**config.mk**
```make
export PLATFORM = sky130hd
export DESIGN_NAME = fsm_state_monitor
export DESIGN_NICKNAME = d
export VERILOG_FILES = /design/src/rtl/fsm_pkg.sv /design/src/rtl/state_dwell_checker.sv /design/src/rtl/fsm_state_monitor.sv
export SDC_FILE = /design/constraint.sdc
export NUM_CORES = 1
export LEC_CHECK = 0
export CORE_MARGIN = 2
export CORE_UTILIZATION = 50
export CTS_CLUSTER_DIAMETER = 200
export DETAILED_ROUTE_END_ITERATION = 6
export HOLD_SLACK_MARGIN = 0.03
export PLACE_DENSITY = 0.81
export SLEW_MARGIN = 25
export SYNTH_ARGS = -nofsm -noshare
export SYNTH_HDL_FRONTEND = slang
export SYNTH_SLANG_ARGS = --single-unit
```
**constraint.sdc**
```tcl
create_clock -name clk -period 3.15 [get_ports clk]
set_input_delay 0.4725 -clock clk [delete_from_list [all_inputs] [get_ports clk]]
set_output_delay 0.4725 -clock clk [all_outputs]
set_load 0.03 [all_outputs]
```
**src/rtl/fsm_pkg.sv**
```systemverilog
// Shared state encoding of the 4-state sequencer and its monitor.
package fsm_pkg;

    typedef enum logic [1:0] {
        IDLE    = 2'b00,
        LOAD    = 2'b01,
        PROCESS = 2'b10,
        DONE    = 2'b11
    } fsm_state_t;

    function automatic fsm_state_t next_state_of(input fsm_state_t s);
        return fsm_state_t'(s + 2'd1);
    endfunction

endpackage

```
**src/rtl/state_dwell_checker.sv**
```systemverilog
// Run-length counter for the current state; flags a run that ends after other than DWELL cycles.
module state_dwell_checker #(
    parameter int DWELL = 2,
    parameter int RUN_W = 4
) (
    input  logic clk,
    input  logic reset,
    input  logic trans,
    output logic dwell_bad
);

    localparam logic [RUN_W-1:0] RUN_MAX = '1;
    localparam logic [RUN_W-1:0] DWELL_L = RUN_W'(DWELL);

    logic [RUN_W-1:0] run_len;

    // Saturates so a very long run still reports as a mismatch.
    always_ff @(posedge clk or negedge reset) begin
        if (!reset) begin
            run_len <= '0;
        end else if (trans) begin
            run_len <= RUN_W'(1);
        end else if (run_len != RUN_MAX) begin
            run_len <= run_len + 1'b1;
        end
    end

    assign dwell_bad = trans && (run_len != DWELL_L);

endmodule

```
**src/rtl/fsm_state_monitor.sv**
```systemverilog
// Monitor for the sequencer state bus: enables, DONE pulse, round counter, sequence/dwell errors.
// Dwell checking is built only when FSM_STATE_MON_DWELL_CHECK_EN is defined.
module fsm_state_monitor
    import fsm_pkg::*;
#(
    parameter int CNT_W = 8,
    parameter int DWELL = 2,
    parameter int RUN_W = 4
) (
    input  logic             clk,
    input  logic             reset,
    input  logic [1:0]       state_in,
    input  logic             clear,
    output logic             load_en,
    output logic             process_en,
    output logic             done_pulse,
    output logic [CNT_W-1:0] round_count,
    output logic             err_seq,
    output logic             err_dwell
);

    if (DWELL < 1 || DWELL > (2**RUN_W) - 2) begin : g_dwell_range
        $error("fsm_state_monitor: DWELL outside 1..2**RUN_W-2");
    end

    fsm_state_t cur_state;
    fsm_state_t prev_state;
    logic       trans;
    logic       seq_bad;
    logic       round_inc;

    assign cur_state = fsm_state_t'(state_in);
    assign trans     = (cur_state != prev_state);
    assign seq_bad   = trans && (cur_state != next_state_of(prev_state));
    // A legal transition out of DONE can only land in IDLE.
    assign round_inc = trans && !seq_bad && (prev_state == DONE);

    always_ff @(posedge clk or negedge reset) begin
        if (!reset) begin
            prev_state <= IDLE;
            load_en    <= 1'b0;
            process_en <= 1'b0;
            done_pulse <= 1'b0;
        end else begin
            prev_state <= cur_state;
            load_en    <= (cur_state == LOAD);
            process_en <= (cur_state == PROCESS);
            done_pulse <= trans && (cur_state == DONE);
        end
    end

    always_ff @(posedge clk or negedge reset) begin
        if (!reset) begin
            round_count <= '0;
        end else if (clear) begin
            round_count <= '0;
        end else if (round_inc && (round_count != '1)) begin
            round_count <= round_count + 1'b1;
        end
    end

    always_ff @(posedge clk or negedge reset) begin
        if (!reset) begin
            err_seq <= 1'b0;
        end else if (seq_bad) begin
            err_seq <= 1'b1;
        end else if (clear) begin
            err_seq <= 1'b0;
        end
    end

`ifdef FSM_STATE_MON_DWELL_CHECK_EN
    logic dwell_bad;

    state_dwell_checker #(
        .DWELL (DWELL),
        .RUN_W (RUN_W)
    ) u_dwell (
        .clk       (clk),
        .reset     (reset),
        .trans     (trans),
        .dwell_bad (dwell_bad)
    );

    always_ff @(posedge clk or negedge reset) begin
        if (!reset) begin
            err_dwell <= 1'b0;
        end else if (dwell_bad) begin
            err_dwell <= 1'b1;
        end else if (clear) begin
            err_dwell <= 1'b0;
        end
    end
`else
    assign err_dwell = 1'b0;
`endif

endmodule

```
==> key figures, run 1 <==
Worst setup path
  • Max stage delay on crit path: between 400 and 500 ps
  • CP arrival: 2250 ps
  • Crit Path Max Fanout: 6
  • Startpoint types: flop
  • Reg2reg setup slack: 1080 ps
  • Critical Path End Type: flop
  • Setup CP Type: flop to flop
  • CP max-delay cell: dfrtp_1
  • Critical path, cell by cell: ha_1 -> xnor2_1 -> nand3_2 -> nor4_1 -> mux2_1
  • Req. time, crit path: 3330 ps

Timing
  • Final slew viol count: 0
  • Final hold violations: 0
  • Fmax: 0.483 GHz
  • Setup_tns: 0 ps
  • Setup Skew: 7.55 ps
  • RSZ-0062 raised after global routing: no
  • Rel. slew slack: 57.3%
  • Min Tclk post-route: 2070 ps
  • Period utilization: between 60% and 70%
  • Slew @ Worst Pin: 639 ps
  • # setup viols final: 0

Finish
  • Ant. Diodes: 0
  • Final net count: 93
  • Proportion of layout cells with a drive suffix above 1: 9.52%
  • Syn-to-layout area delta: 26.7%
  • Final non-filler cell total: just under 100

Floorplanning
  • Die Span Y: 41.7 um
  • Row Count: 13
  • Starting Density: 54.0%
  • I/O pins: 18
  • Die ar.: between 0.0015 and 0.002 mm2
  • Core area: 0.00132 mm2
  • Die W: between 40 and 50 um

Clocking
  • Root buffer cell: clkbuf_4
  • Clock transition at path regs: 90 ps
  • CTS Sinks: 14
  • Post-CTS setup buffer count: 0
  • CTS max path bufs: 2
  • Cts bufs inserted: 3
  • CTS tree: yes
  • Quantity of hold-fixing buffers added after cts: 0
  • H-tree depth: 1
  • Later-pin clock latency in the skew report: 290 ps
  • Resized Gates After CTS: 0

Yosys
  • Distinct cell type count after synthesis: 29
  • Synth Area in Simple Gates: between 20% and 30%
  • Synthesized area per cell: ~11 um2
  • Yosys warns: 0
  • FF+latch count, synth: 14
  • Synth Area in Compound Gates: 9.84%
  • Xor and xnor area share after synthesis: 5.98%
  • Mux contribution to synthesized area: 7.56%
  • Largest family of logic cells by synthesized area: simple AND/OR/NAND/NOR gates
  • Cell area after synthesis: 712 um2
  • Post-synthesis adder-cell area fraction: approximately 3.5%
  • Register area share after synthesis: 49.2%
  • Post-Syn Nets: 74
  • Cells after synthesis: 67

Power
  • Pleak: 0.375 nW
  • Cell Pwr Density: 388 mW/mm2
  • Maximum VDD drop: 0.000324 V

Detailed routing
  • Total number of vias: approximately 570
  • Final wirelength: 1.44 mm
  • Drt wl/cell: 14.5 um
  • # DRC: 0
  • Routed Antenna Nets: 0
  • DRT iter0 DRCs: 13
  • Via density: 5.73
  • DR pass1 iterations: 4

Global route
  • Met1 Resource Use GR: about a fifth
  • Initial antenna violation count: 0
  • Aggregate global routing overflow: 0
  • GR Util met3: 6.52%
  • M2 GR Usage: approximately 31%
  • GR Util All Layers: 19.3%
  • First-pass GRT wire length: 2.50 mm
  • Pin count of the biggest net entering global routing: 15
  • GRT Max-Usage Layer: met2
  • Vias in the first global route: 557

Flow run
  • Max Cap Viol: 0

Placement
  • Hpwl dp: about 1.0 mm
  • I/O Buffers: 16
  • RePlAce Congestion: 0.793
  • Cells after DPL: 96

Status
  • Run status: completed

Hold path
  • Hold Path Class: flop to flop
## worst paths after layout
kind                          startpoint              to  cells after the start
setup / recovery           prev_state[0]  round_count[7]                      5
hold / removal             prev_state[1]      done_pulse                      1
setup reg to reg           prev_state[0]  round_count[7]                      5
hold reg to reg            prev_state[1]      done_pulse                      1
max in group asynchronous          reset  round_count[5]                      1
min in group asynchronous          reset  round_count[7]                      1
## cell usage after synthesis
| cell | count | share of area [%] |
|---|---|---|
| nor3_1 | 3 | 2.1 |
| and2b_1 | 1 | 1.1 |
| o21ai_0 | 3 | 2.1 |
| a21oi_1 | 3 | 2.1 |
| nor4bb_1 | 1 | 1.4 |
| mux2_1 | 1 | 1.6 |
| mux2_2 | 2 | 3.2 |
| a41oi_1 | 1 | 1.2 |
| conb_1 | 1 | 0.53 |
| dfrtp_1 | 14 | 49 |
| or3_1 | 1 | 0.88 |
| nor2b_1 | 4 | 3.5 |
| inv_1 | 3 | 1.6 |
| nor2_1 | 5 | 2.6 |
| nand2_1 | 3 | 1.6 |
| nand3_1 | 3 | 2.1 |
| xor2_2 | 1 | 2.3 |
| nand3_2 | 1 | 1.4 |
| o31a_1 | 1 | 1.2 |
| xnor2_1 | 1 | 1.2 |
| nand4_1 | 2 | 1.8 |
| buf_4 | 1 | 1.1 |
| xor2_1 | 2 | 2.5 |
| clkbuf_1 | 1 | 0.53 |
| mux2i_1 | 2 | 2.8 |
| nor4_1 | 2 | 1.8 |
| o2111ai_2 | 1 | 2.1 |
| ha_1 | 2 | 3.5 |
| a211oi_1 | 1 | 1.1 |
## logic make-up (layout without fill, tap and decap cells)
group                    Yosys count  count (layout)
AO/OA/AOI/OAI                     10              10
XOR/XNOR                           4               4
adder cells (fa/ha/maj)            2               2
buffers and inverters              5              22
flip-flops                        14              14
multiplexers                       5               5
other                              1               1
AND/OR/NAND/NOR                   26              26
## critical path, delay by kind of cell (launching register included)
kind | cells | cell delay (ps)
adders and majority gates | 1 | 340
and+or+nand+nor | 2 | 520
DFF | 1 | 430
muxes | 1 | 350
xor gates and xnor gates | 1 | 310
## state kept, by name, indices dropped and copies added (netlist names)
name	count
prev_state	2
err_seq	1
process_en	1
round_count	8
done_pulse	1
load_en	1
## per-layer routing
layer  routed length [um]  share of wire, %
met1                  561                39
met2                  738                51
met3                   86               6.0
met4                   54               3.8
met5                    0                 0
## cell usage in the layout (no fill, tap or decap)
master,count
nand4_1,2
clkdlybuf4s50_1,16
o21ai_0,3
nor2_1,5
or3_1,1
o31a_1,1
and2b_1,1
nor3_1,3
dfrtp_1,14
o2111ai_2,1
xnor2_1,1
nor4bb_1,1
mux2i_1,2
mux2_1,1
a41oi_1,1
clkbuf_4,3
conb_1,1
a211oi_1,1
nand3_2,1
nand2_1,3
xor2_2,1
nand3_1,3
xor2_1,2
inv_1,3
nor2b_1,4
ha_1,2
a21oi_1,3
nor4_1,2
mux2_2,2
## report_power, final
part / total, W / switching, W / internal, W
logic: 0.0000567 / 0.0000345 / 0.0000221
clock network: 0.000103 / 0.0000586 / 0.0000445
registers: 0.000190 / 0.00000443 / 0.000186
## area by class of cell
cell class                 count  area (um2)
fill                         100         415
sequential                    14         350
multi-input combinational     48         339
timing repair buffer          16         160
clock buffer                   3        22.5
tap                           15        18.8
inverter                       3        11.3
## per-stage QoR
| stage | instance area [um2] | util, % | hold WS [ps] | power, W | setup slack (ps) |
|---|---|---|---|---|---|
| final | 902 | 68.5 | 501 | 0.000350 | 1080 |
| after global routing | 902 | 68.5 | 529 | 0.000366 | 914 |
| after CTS | 902 | 68.5 | 495 | 0.000350 | 1100 |
| after detailed placement | 880 | 66.8 | 482 | 0.000251 | 803 |
| after global placement | 880 | 66.8 | 475 | 0.000248 | 877 |
| after floorplan | 712 | - | 177 | 0.000226 | 1250 |
No activity file was read; power rests on OpenSTA's default activity.
==> inputs of run 2 (changes only) <==
--- a/config.mk
+++ b/config.mk
@@ -5,12 +5,13 @@
 export SDC_FILE = /design/constraint.sdc
 export NUM_CORES = 1
 export LEC_CHECK = 0
+export CORE_ASPECT_RATIO = 1.1
 export CORE_MARGIN = 2
-export CORE_UTILIZATION = 50
+export CORE_UTILIZATION = 46
 export CTS_CLUSTER_DIAMETER = 200
 export DETAILED_ROUTE_END_ITERATION = 6
 export HOLD_SLACK_MARGIN = 0.03
-export PLACE_DENSITY = 0.81
+export PLACE_DENSITY = 0.76
 export SLEW_MARGIN = 25
 export SYNTH_ARGS = -nofsm -noshare
 export SYNTH_HDL_FRONTEND = slang
==> constraint.sdc (replaced) <==
create_clock -name clk -period 1.95 [get_ports clk]
set_input_delay 0.2925 -clock clk [delete_from_list [all_inputs] [get_ports clk]]
set_output_delay 0.2925 -clock clk [all_outputs]
set_load 0.03 [all_outputs]
==> run 2 against run 1 <==
  * Clock-buffer cell count did not move
  * Flip-flop and latch count did not move
  * Highest routed layer is now met3
  * Wire length fell by 1.7%
  * Critical endpoint unchanged
==> key figures, run 2 (synthesis gave the netlist of run 1 again) <==
Status
  • Run status: completed

Finish
  • Max FFs per register: 8
  • Ant. Diodes: 0
  • Final net count: 99
  • Final Cell Area: slightly below 0.001 mm2
  • Most common cell after layout, fill and taps aside: clkdlybuf4s50_1
  • Most frequent cells in the layout: 16 x clkdlybuf4s50_1, 14 x dfrtp_1, 6 x buf_4, 5 x nor2_1, 4 x nor2b_1
  • Largest Register: round_count
  • Number of fill cells: 110
  • Proportion of layout cells with a drive suffix above 1: between 15 and 20%
  • Syn-to-layout area delta: 35.1%
  • Biggest registers after layout: round_count x8, prev_state x2

Timing
  • Final hold violations: 0
  • Final slew viol count: 0
  • # setup viols final: 0
  • Rel. slew slack: 57.7%
  • Min Tclk post-route: 1850 ps
  • Slew @ Worst Pin: 632 ps
  • Setup Skew: about 3.7 ps
  • RSZ-0062 raised after global routing: no
  • Setup ws final: 97.9 ps
  • Period utilization: a little over nine tenths
  • Worst hold slack: 406 ps
  • Setup_tns: 0 ps
  • Fmax: 0.540 GHz

Detailed routing
  • # DRC: 0
  • Total number of vias: 574
  • Final wirelength: 1.42 mm
  • DRT iter0 DRCs: 12
  • Drt wl/cell: 13.4 um
  • Routed Antenna Nets: 0
  • Via density: 5.42
  • DR pass1 iterations: 4

Placement
  • I/O Buffers: 16
  • Placement Setup Slack: -34.3 ps
  • Post-DP Area: 926 um2
  • Hpwl dp: 1.03 mm
  • RePlAce Congestion: 0.736

Worst setup path
  • CP arrival: around 2000 ps
  • Critical Path End Type: flop
  • Setup CP Type: flop to flop
  • Crit Path Max Fanout: 6
  • Startpoint types: flop
  • Req. time, crit path: about 2100 ps

Floorplanning
  • Core area: 0.00140 mm2
  • Die ar.: 0.00188 mm2
  • Die W: between 40 and 50 um
  • Starting Density: between 50% and 60%
  • Row Count: 14
  • Die Span Y: between 40 and 50 um
  • I/O pins: 18

Clocking
  • Clock transition at path regs: 80 ps
  • Post-CTS setup buffer count: 0
  • CTS tree: yes
  • Quantity of hold-fixing buffers added after cts: 0
  • CTS Sinks: 14
  • H-tree depth: 1
  • CTS max path bufs: 2
  • Later-pin clock latency in the skew report: 270 ps
  • Cts bufs inserted: 3
  • Root buffer cell: clkbuf_4

Global route
  • Vias in the first global route: 592
  • Pin count of the biggest net entering global routing: 15
  • GR Util All Layers: between 15 and 20%
  • Initial antenna violation count: 0
  • First-pass GRT wire length: 2.49 mm
  • Aggregate global routing overflow: 0

Hold path
  • Hold Path Class: input pin to async pin

Flow run
  • Max Cap Viol: 0

Power
  • Cell Pwr Density: 598 mW/mm2
  • Pwr Total: roughly 0.00058 W
  • Maximum VDD drop: 0.000460 V
  • Pleak: approximately 0.41 nW
[run 2: cell types whose count changed in the layout (fill, tap and decap cells not counted)]
cell and delta:
buf_4 +6, nor4_1 -1, nor4_2 +1, xnor2_1 -1, xnor2_2 +1
[run 2: report_power, final]
part	total, W	switching, W	internal [W]
Clock	0.000161	0.0000892	0.0000715
Sequential	0.000307	0.00000671	0.000300
Combinational	0.000108	0.0000586	0.0000491
Total	0.000575	0.000155	0.000421
[run 2: what timing repair did]
action                                  CTS  global route
pin swaps                                 0             0
endpoints found under the setup margin    1             3
resized for setup                         1             1
[run 2: worst max-delay path: stages (launching register included)]
cell,delay (ps)
dfrtp_1,400
ha_1,350
xnor2_2,170
nand3_2,170
nor4_2,310
mux2_1,350
[run 2: worst paths after layout]
path                          startpoint              to  slack, ps  depth (start not counted)
setup / recovery           prev_state[0]  round_count[7]        100                          5
max in group asynchronous          reset         load_en       1140                          1
hold reg to reg            prev_state[1]      done_pulse        490                          1
setup reg to reg           prev_state[0]  round_count[7]        100                          5
min in group clk           prev_state[1]      done_pulse        490                          1
hold / removal                     reset         err_seq        410                          1
[run 2: metrics by stage]
step / std cells / util, %
final: 106 / 68.7
after global routing: 106 / 68.7
after CTS: 106 / 68.1
after detailed placement: 103 / 66.1
after global placement: 103 / 66.1
after floorplan: 67 / -
[run 2: layout make-up]
class / instances / area, um2 / area share (%)
clock buffers: 3 / 22.5 / 2.34
inverters: 3 / 11.3 / 1.17
multi-input cells: 48 / 353 / 36.7
flip-flops and latches: 14 / 350 / 36.4
well taps: 16 / 20.0 / 2.08
repair buffers: 22 / 205 / 21.3
[run 2: per-layer routing]
layer	track usage, %	wire, um	part of all wire (%)
met1	19.4	629	44
met2	32.2	710	50
met3	5.20	77	5.4
met4	7.74	0	0
met5	0	0	0
==> inputs of run 3 (changes only) <==
--- a/config.mk
+++ b/config.mk
@@ -5,6 +5,7 @@
 export SDC_FILE = /design/constraint.sdc
 export NUM_CORES = 1
 export LEC_CHECK = 0
+export CAP_MARGIN = 20
 export CORE_ASPECT_RATIO = 1.1
 export CORE_MARGIN = 2
 export CORE_UTILIZATION = 46
==> results of run 3 <==
No change in the layout: final DEF, timing and power equal those of run 2.
==> RTL edit 1: new RTL, settings of run 3 <==
Add an input register stage for `state_in`, with the module's reset; this delays it by one clock. The other inputs are not delayed to match.
--- a/src/rtl/fsm_state_monitor.sv
+++ b/src/rtl/fsm_state_monitor.sv
@@ -19,6 +19,16 @@
     output logic             err_dwell
 );
 
+    logic [1:0] state_q;
+
+    always_ff @(posedge clk or negedge reset) begin
+        if (!reset) begin
+            state_q <= '0;
+        end else begin
+            state_q <= state_in;
+        end
+    end
+
     if (DWELL < 1 || DWELL > (2**RUN_W) - 2) begin : g_dwell_range
         $error("fsm_state_monitor: DWELL outside 1..2**RUN_W-2");
     end
@@ -29,7 +39,7 @@
     logic       seq_bad;
     logic       round_inc;
 
-    assign cur_state = fsm_state_t'(state_in);
+    assign cur_state = fsm_state_t'(state_q);
     assign trans     = (cur_state != prev_state);
     assign seq_bad   = trans && (cur_state != next_state_of(prev_state));
     // A legal transition out of DONE can only land in IDLE.
Function: changed (Yosys sat finds a counterexample within 4 cycles, from zero or initial values and one cycle with reset low).
==> RTL edit 1 against run 3 <==
Synthesized area rose by 6.5%; utilization fell by 6.2 points; sequential cell count rose by 2; cell area up 1.2%; clock skew barely moved; critical path type unchanged; die area up 5.9%; synthesized cell count is 3.0% higher; cell count shrank 0.94%; total power increased by 6.3%; wire length grew 3.5%; clock power rose by 3%; setup slack worse by 9.2 ps.
==> RTL edit 1: results (changes against run 3) <==
layout:
  drive_gt1_frac: 0.114  # -0.0641
  seq_share: 0.411  # +0.0472
  n_fill_cell: 133  # +21%
  final-instance-count-excl-fill: 105  # -0.94%
  final.signal_buffer_count: 18  # -18%
  num-nonclk-inverters: 2  # -1
  multi_input_area_share: 0.356  # -0.0107
  numSequentialCells: 16  # +2
  area_share_clock_buf_inv: 0.0231  # -0.000271
  stdcell_area_um2: 973  # +1.2%
  nMultiInputCombCells: 49  # +2.1%
  final_core_utilization: 0.625  # -0.0617
global_route:
  largest_net_degree_at_the_start_of_global_routing: 17  # +2
  grt_usage: 0.168  # -0.00930
  gr-usage-met3: 0.0510  # -0.00102
  use_met2: 0.279  # -0.0431
  first_global_vias: 550  # -7.1%
  grt_first_pass_wirelength_mm: 2.40  # -3.6%
critical_path:
  max_stage_delay_ps: 490  # +90 ps
  worstPathArrival_ps: 2070  # +60 ps
  critical_path.slowest_cell: "or4_1"
  reg2reg_to: "round_count[4]$_DFFE_PN0P_"
route:
  drt_iter0_markers: 14  # +2
  route.met3.wl_um: 104  # +35%
  met1Wirelength_um: 592  # -5.9%
  top_layer_used: "met4"
  wl_per_cell_um: 14.0  # +4.5%
sta:
  holdWs_ps: 317  # -89.0 ps
  worst_setup_skew_after_layout_ps: 3.79  # +0.0618 ps
synthesis:
  post_synth_xor_xnor_area: 0.0446  # -0.0152
  synth.area.mux_share: 0.0561  # -0.0195
  leading_post_synthesis_cells_by_instance_count: "16 x dfrtp_1, 6 x a21oi_1, 4 x nand3_1"
  seq_area_frac_synth: 0.528  # +0.0360
  yosys.area_share.adder: 0.0330  # -0.00215
  share_of_the_synthesized_area_in_compound_gates_ao_oa_aoi_oai: 0.0941  # -0.00436
  post_synth_main_area_contributors: "dfrtp_1 53%, a21oi_1 4.0%, ha_1 3.3%"
power_and_ir_drop:
  power.internal_w: 0.000455  # +8.2%
  p_leak_nw: 0.399  # -2.3%
  combinationalPower_w: 0.0000912  # -16%
  worst_ir_drop_vdd_mv: 0.407  # -12%
  p_clk_frac: 0.271  # -0.008
status:
  run_status: "completed"
placed_design:
  placed_cell_area_um2: 932  # +0.68%
  place.detailed.hpwl_mm: 1.04  # +0.78%
  dp_cells: 101  # -1.9%
clocking:
  post_cts.resized_instances: 0  # -1
==> RTL edit 1: cell types whose count changed after synthesis, sizes merged, moves of 2 or more <==
| cell | change |
|---|---|
| a21oi | +3 |
| nor3 | -3 |
| o31ai | +3 |
| or4 | +3 |
| dfrtp | +2 |
| nand2b | +2 |
==> RTL edit 1: how the worst max path moves through the flow <==
stage,slack [ps],end,cells past startpoint,from
final,90,round_count[4]$_DFFE_PN0P_,5,prev_state[0]$_DFF_PN0_
after detailed placement,80,round_count[7]$_DFFE_PN0P_,5,prev_state[0]$_DFF_PN0_
after global routing,0.4,round_count[5]$_DFFE_PN0P_,5,prev_state[0]$_DFF_PN0_
after floorplan,170,round_count[5]$_DFFE_PN0P_,6,prev_state[0]$_DFF_PN0_
after CTS,80,round_count[7]$_DFFE_PN0P_,5,prev_state[0]$_DFF_PN0_
after global placement,130,round_count[7]$_DFFE_PN0P_,5,prev_state[0]$_DFF_PN0_
==> RTL edit 2: new RTL, flow settings as in run 3 <==
Without the edit above. Set the parameter `CNT_W` to 7 (it was 8).
--- a/src/rtl/fsm_state_monitor.sv
+++ b/src/rtl/fsm_state_monitor.sv
@@ -3,7 +3,7 @@
 module fsm_state_monitor
     import fsm_pkg::*;
 #(
-    parameter int CNT_W = 8,
+    parameter int CNT_W = 7,
     parameter int DWELL = 2,
     parameter int RUN_W = 4
 ) (
Interface: changed (resized round_count); port bits go from 18 to 17. No check against the original RTL was run, so the function may have changed too.
==> RTL edit 2 against run 3 <==
Wire length is 21% lower; total power is 6.1% lower; non-clock buffer count is 3 lower; setup slack better by 26 ps; cell area is 9.6% lower; sequential power is 7.2% lower; sequential cell count is 1 lower; synthesized area is 9.1% lower; fmax is 1.4% higher.
==> RTL edit 2: results (changes against run 3) <==
sta:
  max_slew_margin: 0.620  # +0.0430
  tns_ps: 0  # unchanged
  worst_setup_skew_after_layout_ps: 4.75  # +1.03 ps
layout:
  final_net_count: 89  # -10%
  top_register: "round_count"
  top_regs: "round_count x7, prev_state x2"
  drive_gt1_frac: 0.185  # +0.00741
  n_fill_cell: 128  # +16%
  antenna-diode-count: 0  # unchanged
synthesis:
  yosys_most_used_dff: "dfrtp_1"
  syn_inst: 60  # -10%
  yosys_warnings: 0  # unchanged
  leading_post_synthesis_cells_by_instance_count: "13 x dfrtp_1, 7 x nor2_1, 4 x nor2b_1"
  async_flop_share: 1.00  # unchanged
  seq_area_frac_synth: 0.503  # +0.0108
  post_synthesis_net_count: 67  # -9.5%
  post_synth_main_area_contributors: "dfrtp_1 50%, mux2_2 5.2%, nor2_1 4.1%"
  synth.distinct_cells: 27  # -6.9%
placed_design:
  dp_cells: 93  # -9.7%
  port_buffers: 15  # -1
  place.detailed.hpwl_um: 854  # -17%
  routabilityCongestion: 0.674  # -8.4%
clocking:
  clk-insertion-delay-late_ps: 270  # about the same
  cts-root-to-sink-buffers: 2  # unchanged
  clockRootBuffer: "clkbuf_4"
  h-tree-depth: 1  # unchanged
  clkTransAtPathRegs_ps: 80  # about the same
  cts.repair_timing.setup_buffer_count: 0  # unchanged
  cts_buffers: 3  # unchanged
power_and_ir_drop:
  worst_ir_drop_vdd_mv: 0.456  # -0.79%
  p_leak_nw: 0.379  # -7.3%
route:
  wl_per_cell_um: 11.5  # -14%
  num_vias: 473  # -18%
  drt_first_pass_iters: 3  # -1
  routed_via_density: 4.88  # -10%
  drt_iter0_markers: 3  # -9
global_route:
  first_global_vias: 461  # -22%
  grt_usage: 0.158  # -0.0190
  largest_net_degree_at_the_start_of_global_routing: 14  # -1
  antenna_violations_before_repair: 0  # unchanged
  grt_first_pass_wirelength_mm: 1.87  # -25%
critical_path:
  crit_fanout: 5  # -1
  worstPathArrival_ps: 1980  # -30 ps
status:
  run_status: "completed"
min_path:
  timing.hold.worst.class: "input pin to asynchronous set/reset pin"
==> RTL edit 2: what timing repair did <==
item,CTS,global route
hold endpoints to repair,0,0
setup endpoints to repair,0,1
resized for setup,0,1
==> RTL edit 2: kinds of logic (layout without fill, tap and decap cells) <==
| logic type | after synthesis | in the layout | synth area share |
|---|---|---|---|
| AO/OA/AOI/OAI | 8 | 8 | 0.0716 |
| adder cells (fa/ha/maj) | 2 | 2 | 0.0387 |
| flip-flops | 13 | 13 | 0.503 |
| buffers and inverters | 4 | 25 | 0.0290 |
| other | 1 | 1 | 0.00580 |
| XOR/XNOR | 3 | 3 | 0.0522 |
| multiplexers | 5 | 5 | 0.0832 |
| AND/OR/NAND/NOR | 24 | 24 | 0.217 |
==> RTL edit 2: path summary, 6_finish.rpt <==
kind,start,to,slack [ps],cells past startpoint
max,prev_state[0]$_DFF_PN0_,round_count[5]$_DFFE_PN0P_,120,5
min,reset,round_count[4]$_DFFE_PN0P_,390,1
max reg2reg,prev_state[0]$_DFF_PN0_,round_count[5]$_DFFE_PN0P_,120,5
min reg2reg,prev_state[1]$_DFF_PN0_,done_pulse$_DFF_PN0_,480,1
max in group asynchronous,reset,prev_state[1]$_DFF_PN0_,1190,1
min in group clk,prev_state[1]$_DFF_PN0_,done_pulse$_DFF_PN0_,480,1
==> RTL edit 2: critical path, cell delays in order (launching register included) <==
cell and delay, ps:
dfrtp_1 390, ha_1 340, xnor2_2 180, nand3_2 140, nor4_2 290, mux2_2 370
==> RTL edit 2: through the flow <==
step / util / worst slack (ps) / cell area (um^2)
2_1_floorplan: - / 158 / 647
3_3_place_gp: 0.620 / 65.0 / 836
3_5_place_dp: 0.620 / 14.7 / 836
4_1_cts: 0.639 / 83.0 / 862
5_1_grt: 0.645 / 34.3 / 870
6_report: 0.645 / 124 / 870
==> RTL edit 2: where the power goes <==
group	internal (W)	switching (W)
Combinational	0.0000447	0.0000522
Sequential	0.000280	0.00000530
Clock	0.0000790	0.0000800
Total	0.000403	0.000137
==> RTL edit 2: layer usage <==
metal	vias to the layer above	global-route usage	part of all wire	routed length [um]
li1	242	-	-	-
met1	222	0.197	0.44	492
met2	9	0.262	0.52	582
met3	0	0.0462	0.035	39
met4	0	0.0414	0	0
met5	-	0	0	0
==> RTL edit 2: area by class of cell <==
type | instances | area [um^2] | share of cell area
clock buffer | 4 | 26.3 | 0.0302
multi-input combinational | 43 | 310 | 0.357
tap | 16 | 20.0 | 0.0230
sequential | 13 | 325 | 0.374
inverter | 2 | 7.51 | 0.00863
timing repair buffer | 19 | 180 | 0.207
